**src/rtl/int_to_floating_point.sv**
```systemverilog
//------------------------------------------------------------------------------
// int_to_floating_point : iterative signed/unsigned 32/64-bit integer to
// IEEE-754 binary32 converter (one-bit-per-cycle normaliser, RNE rounding).
// Revision: 1.0
//------------------------------------------------------------------------------
`default_nettype none

module int_to_floating_point (
    input  logic        clk_i,
    input  logic        reset_ni,
    input  logic        start_i,
    input  logic [1:0]  conv_i,
    input  logic [63:0] int_i,
    output logic [31:0] float_o,
    output logic        busy_o,
    output logic        done_o,
    output logic        inexact_flag_o
);

    typedef enum logic [1:0] {
        S_IDLE  = 2'd0,
        S_NORM  = 2'd1,
        S_ROUND = 2'd2
    } state_t;

    localparam logic [8:0] EXP_START = 9'd190;

    state_t      state_q;
    logic [63:0] mag_q;
    logic [8:0]  exp_q;
    logic        sign_q;
    logic [31:0] float_q;
    logic        busy_q;
    logic        done_q;
    logic        inexact_q;

    // Operand capture: source selection, sign and magnitude.
    logic [63:0] src_d;
    logic        sign_d;
    logic [63:0] mag_d;

    always_comb begin
        src_d  = 64'd0;
        sign_d = 1'b0;
        mag_d  = 64'd0;
        if (conv_i[1]) begin
            src_d = int_i;
        end else if (conv_i[0]) begin
            src_d = {32'd0, int_i[31:0]};
        end else begin
            src_d = {{32{int_i[31]}}, int_i[31:0]};
        end
        sign_d = ~conv_i[0] & src_d[63];
        // Negating 0x8000...0 yields itself, which read as unsigned is 2^63.
        mag_d  = sign_d ? (~src_d + 64'd1) : src_d;
    end

    // Round-to-nearest-even on the normalised magnitude.
    logic        mag_zero;
    logic [22:0] frac_raw;
    logic        guard;
    logic        sticky;
    logic        round_up;
    logic [23:0] frac_sum;
    logic [7:0]  exp_rnd;

    always_comb begin
        mag_zero = (mag_q == 64'd0);
        frac_raw = mag_q[62:40];
        guard    = mag_q[39];
        sticky   = |mag_q[38:0];
        round_up = guard & (sticky | frac_raw[0]);
        frac_sum = {1'b0, frac_raw} + {23'd0, round_up};
        exp_rnd  = exp_q[7:0] + {7'd0, frac_sum[23]};
    end

    always_ff @(posedge clk_i or negedge reset_ni) begin
        if (!reset_ni) begin
            state_q   <= S_IDLE;
            mag_q     <= 64'd0;
            exp_q     <= 9'd0;
            sign_q    <= 1'b0;
            float_q   <= 32'd0;
            busy_q    <= 1'b0;
            done_q    <= 1'b0;
            inexact_q <= 1'b0;
        end else begin
            done_q <= 1'b0;
            case (state_q)
                S_IDLE: begin
                    if (start_i) begin
                        mag_q   <= mag_d;
                        sign_q  <= sign_d;
                        exp_q   <= EXP_START;
                        busy_q  <= 1'b1;
                        state_q <= S_NORM;
                    end
                end
                S_NORM: begin
                    if (mag_zero || mag_q[63]) begin
                        state_q <= S_ROUND;
                    end else begin
                        mag_q <= {mag_q[62:0], 1'b0};
                        exp_q <= exp_q - 9'd1;
                    end
                end
                S_ROUND: begin
                    if (mag_zero) begin
                        float_q   <= 32'd0;
                        inexact_q <= 1'b0;
                    end else begin
                        // A carry out of the fraction leaves frac_sum[22:0] at zero.
                        float_q   <= {sign_q, exp_rnd, frac_sum[22:0]};
                        inexact_q <= guard | sticky;
                    end
                    done_q  <= 1'b1;
                    busy_q  <= 1'b0;
                    state_q <= S_IDLE;
                end
                default: begin
                    state_q <= S_IDLE;
                    busy_q  <= 1'b0;
                end
            endcase
        end
    end

    assign float_o        = float_q;
    assign busy_o         = busy_q;
    assign done_o         = done_q;
    assign inexact_flag_o = inexact_q;

endmodule

`default_nettype wire

```
**config.mk**
```make
export PLATFORM = sky130hd
export DESIGN_NAME = int_to_floating_point
export DESIGN_NICKNAME = d
export VERILOG_FILES = /design/src/rtl/int_to_floating_point.sv
export SDC_FILE = /design/constraint.sdc
export NUM_CORES = 1
export LEC_CHECK = 0
export ABC_AREA = 1
export CAP_MARGIN = 20
export CELL_PAD_IN_SITES_DETAIL_PLACEMENT = 2
export CELL_PAD_IN_SITES_GLOBAL_PLACEMENT = 2
export CORE_ASPECT_RATIO = 1.1
export CORE_MARGIN = 3
export CORE_UTILIZATION = 34
export CTS_BUF_LIST = sky130_fd_sc_hd__clkbuf_8
export CTS_CLUSTER_DIAMETER = 200
export CTS_CLUSTER_SIZE = 24
export DETAILED_ROUTE_END_ITERATION = 8
export PLACE_DENSITY = 0.87
export SLEW_MARGIN = 40
export SYNTH_ARGS = -nofsm -noshare
export SYNTH_HDL_FRONTEND = slang
export SYNTH_SLANG_ARGS = --single-unit
```
**constraint.sdc**
```tcl
create_clock -name clk_i -period 3.57 [get_ports clk_i]
set_input_delay 1.071 -clock clk_i [delete_from_list [all_inputs] [get_ports clk_i]]
set_output_delay 1.071 -clock clk_i [all_outputs]
set_load 0.03 [all_outputs]
```
==> run_results.csv, run 1 <==
group,metric,value,unit
layout,fill_cells,3013,
route,drt_iter0_drc,530,
synth,avgSynthCellArea,6.40,um2
sta,fin_crit_sh,89.1,%
die,std_cell_rows,60,
die,fp.coreArea,24500,um2
placement,gp_congestion,0.872,
layout,multi_input_area,4870,um2
route,wl,33.8,mm
pwr,p_leak,4.85,nW
synth,ys_async_sr_fraction,100,%
clocking,htreeDepth,3,
pwr,ir_drop,0.409,mV
placement,dpl.hpwl,26.7,mm
sta,rsz0062_at_grt,"no",
sta,setup_viol,0,
synth,synth.yosys.seq_area_share,32.4,%
die,die_area,27000,um2
synth,syn_inst,1329,
critical_path,critPathCaptureType,"flip-flop",
sta,slew_viol_final,0,
layout,fin_cells,1731,
synth,yosys.area.top_type,"dfrtp_1",
clocking,clk_pin_slew,0.13,ns
pwr,p_clk_share,11.0,%
layout,utilization,41.1,%
synth,synth-edff-count,0,
pwr,powerDensity,727,nW/um2
critical_path,critPathArrivalTime,3.47,ns
pwr,intPower,3.49,mW
synth,synth-main-ff-cell,"dfrtp_1",
placement,dp_cells,1715,
critical_path,cp-start-kind,"flip-flop",
pwr,swShare,52.4,%
die,io-pin-count,104,
synth,synthDistinctLibCells,43,
die,die_w,157,um
clocking,cts_tree,"built",
sta,max_slew_margin,61.4,%
global_route,antenna_found_initial,0,
pwr,p_switching,3.84,mW
sta,tns,0,ns
sta,skew,0.0288,ns
clocking,clk_path_buf_depth,2,
synth,ys_ff_latch,110,
synth,synth_area,8510,um2
global_route,grt_use_total,25.5,%
route,first_pass_iters,5,
placement,port_buffers,103,
global_route,globalRouteOverflowTotal,0,
layout,fin_nets,1490,
synth,synth.top_cell.area_share,32.4,%
die,initial_utilization,34.7,%
clocking,root_buffer,"clkbuf_8",
clocking,cts_buffers,9,
route,wl_per_cell,19.5,um
sta,tightest_slew,0.578,ns
job,drv_cap,0,
pwr,fin_total_pwr,7.33,mW
layout,n_antenna_cell,0,
global_route,grt_max_degree,67,
sta,min_period,3.18,ns
sta,finalHoldViolCount,0,
critical_path,path_class,"flip-flop to flip-flop",
route,ant_nets,0,
global_route,grt_pass1_vias,10100,
synth,yosys_warnings,0,
pwr,p_comb_share,57.0,%
synth,synthTopCellsByArea,"dfrtp_1, nand2_1, nand3_1",
layout,area_growth,18.5,%
global_route,grt_pass1_wl,54.7,mm
route,viasPerCell,5.43,
critical_path,cp.required,3.86,ns
layout,seq_area,2750,um2
sta,fmax,314,MHz
status,status,"complete, no violations",
layout,drive_above_1_share,7.67,%
die,die_h,172,um
pwr,p_seq_share,32.0,%
worst_hold_path,min_path_type,"flip-flop to flip-flop",
clocking,clk_latency,0.41,ns
critical_path,crit_fanout,5,
synth,syn_nets,1403,
route,vias,9394,
route,drc,0,
clocking,clock_sinks,110,
## logic make-up after synthesis
family	after synthesis	share of synthesized area, %
AOI/OAI and AO/OA	185	12.5
xor gates and xnor gates	30	3.09
adders and majority gates	5	0.735
buffers and inverters	205	10.5
DFF	110	32.4
and+or+nand+nor	794	40.8
## power groups by stage
stage	clock network, mW	registers [mW]	logic, mW
2_1_floorplan	0	2.50	2.50
3_3_place_gp	0	2.30	3.94
3_5_place_dp	0	2.36	4.14
4_1_cts	0.828	2.34	4.20
5_1_grt	0.868	2.42	4.71
6_report	0.809	2.34	4.18
## routing by layer
metal | up-vias | wire length (um) | GRT usage [%]
li1 | 4466 | - | -
met1 | 4710 | 16000 | 35.3
met2 | 189 | 16400 | 43.7
met3 | 29 | 984 | 2.25
met4 | 0 | 442 | 5.06
met5 | - | 0 | 0
## sequential cells by signal (all words and copies together), names as in the netlist
signal and cells:
mag_q 64, done_o 1, float_o 32, exp_q 8
inexact_flag_o 1, sign_q 1, busy_o 1, state_q 2
## critical path, stage by stage, from the launching register on
cell and delay (ns):
dfrtp_1 0.45, nand2_1 0.11, inv_2 0.11, nand3_4 0.11, nor3_4 0.21, nand2_2 0.11
nor2_2 0.19, nand3_2 0.12, inv_2 0.10, nand2_2 0.05, nor2_1 0.12, nand3_1 0.13
nor2_1 0.16, ha_1 0.20, ha_1 0.18, nand2_1 0.07, inv_1 0.11, nand2_1 0.09
nor3_1 0.20, xor2_1 0.16, o21ai_0 0.09
## worst paths after layout
kind / depth (start not counted) / start / slack (ns) / to
min in group asynchronous: 1 / reset_ni / 0.60 / float_o[29]$_DFFE_PN0P_
max: 20 / mag_q[39]$_DFFE_PN0P_ / 0.39 / float_o[29]$_DFFE_PN0P_
min reg2reg: 2 / float_o[4]$_DFFE_PN0P_ / 0.49 / float_o[4]$_DFFE_PN0P_
max reg2reg: 20 / mag_q[39]$_DFFE_PN0P_ / 0.39 / float_o[29]$_DFFE_PN0P_
min: 2 / float_o[4]$_DFFE_PN0P_ / 0.49 / float_o[4]$_DFFE_PN0P_
max in group asynchronous: 2 / reset_ni / 2.25 / float_o[5]$_DFFE_PN0P_
## final cells by class
cell class / instances / area share, %
well taps: 310 / 3.85
flip-flops and latches: 110 / 27.3
repair buffers: 132 / 13.0
clock inverters: 7 / 0.720
clock buffers: 9 / 1.23
multi-input cells: 1014 / 48.3
inverters: 149 / 5.56
## cell usage in the layout, fill, tap and decap left out, types with 3 or more instances in the layout
| cell type | instances |
|---|---|
| a21oi_1 | 23 |
| buf_12 | 5 |
| buf_4 | 24 |
| clkbuf_8 | 9 |
| clkdlybuf4s50_1 | 102 |
| dfrtp_1 | 110 |
| ha_1 | 5 |
| inv_1 | 142 |
| inv_2 | 6 |
| nand2_1 | 410 |
| nand2_2 | 8 |
| nand3_1 | 161 |
| nand3_2 | 6 |
| nand3_4 | 3 |
| nand3b_1 | 3 |
| nand4_1 | 27 |
| nor2_1 | 140 |
| nor2_2 | 13 |
| nor3_1 | 6 |
| nor4_1 | 5 |
| o211ai_1 | 8 |
| o211ai_2 | 3 |
| o21ai_0 | 81 |
| o21ai_1 | 34 |
| o21ai_2 | 13 |
| o22ai_1 | 10 |
| o31ai_1 | 7 |
| xnor2_1 | 7 |
| xor2_1 | 23 |
## through the flow
| stage | worst slack (ns) | area (um2) | hold slack (ns) |
|---|---|---|---|
| 2_1_floorplan | 1.13 | 8510 | 0.425 |
| 3_3_place_gp | 0.298 | 9880 | 0.443 |
| 5_1_grt | 0.0321 | 10100 | 0.529 |
| 3_5_place_dp | 0.207 | 9880 | 0.462 |
| 6_report | 0.388 | 10100 | 0.495 |
| 4_1_cts | 0.365 | 10100 | 0.498 |
## synth_stat cells (7+ instances only)
cell      number
nor2_2        13
dfrtp_1      110
o21ai_2       13
a21oi_1       23
xor2_1        23
nor2_1       140
clkbuf_1      19
o22ai_1       10
nand3_1      162
xnor2_1        7
nor3_1         7
buf_2         13
buf_6         10
inv_1        142
buf_4          8
nand4_1       27
nand2_1      410
o21ai_0       81
o31ai_1        7
nand2_2        8
o211ai_1       8
o21ai_1       34
## timing repair
action / 4_1_cts / 5_1_grt
resized for setup: 0 / 1
buffers inserted: 0 / 0
setup endpoints to repair: 0 / 1
hold buffers: 0 / 0
Power figures use the tool's default switching activity.
==> run 2, diff against run 1 <==
CORE_MARGIN = unset   (was 3)
==> run 2 against run 1 <==
Compared with the run above: the run now ends with DRC left; sequential cell count is the same; routed wire length shrank 3.4%; utilization shrank 0.087 points; register-to-register slack gained 0.14 ns; hold slack gained 0.00070 ns; final cell count is essentially flat; maximum frequency grew 4.5%; clock power shrank 2.5%; cell area shrank 0.21%; via count shrank 1.5%; global-route usage grew 0.97 points; highest routed layer unchanged.
==> run_results.csv, run 2 (synthesized netlist as in run 1, its figures left out) <==
group,metric,value,unit
sta,finalHoldViolCount,0,
global_route,grt_pass1_vias,9967,
layout,area_growth,18.3,%
critical_path,cp-start-kind,"flip-flop",
sta,tns,0,ns
clocking,clock_sinks,110,
die,std_cell_rows,60,
die,die_h,168,um
global_route,grt_use_total,26.4,%
sta,fmax,328,MHz
route,first_pass_iters,8,
pwr,p_leak,4.84,nW
clocking,hold_buffers,0,
critical_path,reg2reg_depth,20,
die,io-pin-count,104,
clocking,cts_setup_buffers,0,
clocking,cts_buffers,9,
critical_path,critPathCaptureType,"flip-flop",
sta,max_slew_margin,53.1,%
critical_path,critPathArrivalTime,3.32,ns
critical_path,crit_fanout,5,
sta,slew_viol_final,0,
route,drc,5,
global_route,antenna_found_initial,0,
clocking,root_buffer,"clkbuf_8",
critical_path,path_class,"flip-flop to flip-flop",
sta,fin_crit_sh,85.3,%
pwr,fin_total_pwr,7.22,mW
layout,regMostFlops,"mag_q",
worst_hold_path,whs_path_depth,2,
die,die_area,25700,um2
die,fp.coreArea,24500,um2
route,wl,32.7,mm
layout,utilization,41.0,%
layout,fin_nets,1491,
sta,skew,0.0263,ns
layout,n_antenna_cell,0,
layout,largest_register_ffs,64,
clocking,clk_path_buf_depth,2,
sta,rsz0062_at_grt,"no",
clocking,cts_resized,0,
route,ant_nets,0,
pwr,powerDensity,717,nW/um2
status,status,"finished, violations left",
route,wl_per_cell,18.9,um
route,viasPerCell,5.34,
route,drt_iter0_drc,526,
global_route,globalRouteOverflowTotal,0,
clocking,clk_latency,0.40,ns
placement,dpl.hpwl,25.9,mm
status,violations,"DRC",
placement,gp_congestion,0.893,
worst_hold_path,min_path_type,"flip-flop to flip-flop",
critical_path,cp.required,3.84,ns
die,initial_utilization,34.7,%
sta,tightest_slew,0.704,ns
layout,final_cell_mix,"nand2_1, nand3_1, inv_1",
global_route,grt_pass1_wl,54.0,mm
job,drv_cap,0,
global_route,grt_max_degree,72,
sta,whs,0.495,ns
sta,setup_viol,0,
clocking,cts_tree,"built",
placement,port_buffers,103,
clocking,htreeDepth,3,
layout,drive_above_1_share,7.67,%
clocking,clk_pin_slew,0.12,ns
pwr,ir_drop,0.246,mV
die,die_w,153,um
sta,min_period,3.05,ns
route,vias,9254,
layout,mostFrequentLayoutCell,"nand2_1",
==> run 2: changes by cell type in the layout (fill, tap and decap cells not counted), sizes merged <==
cell	before	now
clkbuf	9	10
buf	30	31
clkinv	4	2
clkinvlp	1	2
==> run 2: layout make-up <==
class	count	area, um2
Fill cell	3083	14500
Multi-Input combinational cell	1014	4870
Sequential cell	110	2750
Timing Repair Buffer	133	1300
Inverter	149	561
Tap cell	310	388
Clock buffer	10	138
Clock inverter	6	51.3
==> run 2: through the flow <==
step                      setup WS, ns  instance area, um2  cells
after global placement           0.278                9870   1716
after CTS                        0.483               10100   1732
after detailed placement         0.188                9870   1716
final                            0.525               10100   1732
after global routing             0.154               10100   1732
after floorplan                   1.13                8510   1329
==> run 2: path summary, 6_finish.rpt <==
check	start	endpoint	slack, ns
max reg2reg	mag_q[39]$_DFFE_PN0P_	float_o[29]$_DFFE_PN0P_	0.52
min	inexact_flag_o$_DFFE_PN0P_	inexact_flag_o$_DFFE_PN0P_	0.50
max	mag_q[39]$_DFFE_PN0P_	float_o[29]$_DFFE_PN0P_	0.52
max in group asynchronous	reset_ni	mag_q[33]$_DFFE_PN0P_	2.11
min in group asynchronous	reset_ni	exp_q[4]$_DFFE_PN0P_	0.70
min reg2reg	inexact_flag_o$_DFFE_PN0P_	inexact_flag_o$_DFFE_PN0P_	0.50
==> run 2: layer usage <==
metal	global-route usage [%]	vias up	wire (um)
met5	0	-	0
met4	5.23	0	405
met3	2.34	22	797
met2	45.3	168	15700
met1	36.3	4593	15800
li1	-	4471	-
==> run 2: critical path, cell delays in order (launching register included) <==
cell and delay [ns]:
dfrtp_1 0.44, nand2_1 0.09, inv_2 0.10, nand3_4 0.10, nor3_4 0.21, nand2_2 0.10
nor2_2 0.19, nand3_2 0.12, inv_2 0.11, nand2_2 0.06, nor2_1 0.10, nand3_1 0.10
nor2_1 0.16, ha_1 0.21, ha_1 0.17, nand2_1 0.06, inv_1 0.10, nand2_1 0.09
nor3_1 0.18, xor2_1 0.15, o21ai_0 0.09
==> run 2: power breakdown <==
group	total [mW]	switching, mW	internal (mW)	leakage (nW)
Combinational	4.11	2.75	1.35	3.39
Sequential	2.32	0.481	1.84	1.36
Clock	0.789	0.503	0.285	0.0927
Total	7.22	3.74	3.48	4.84
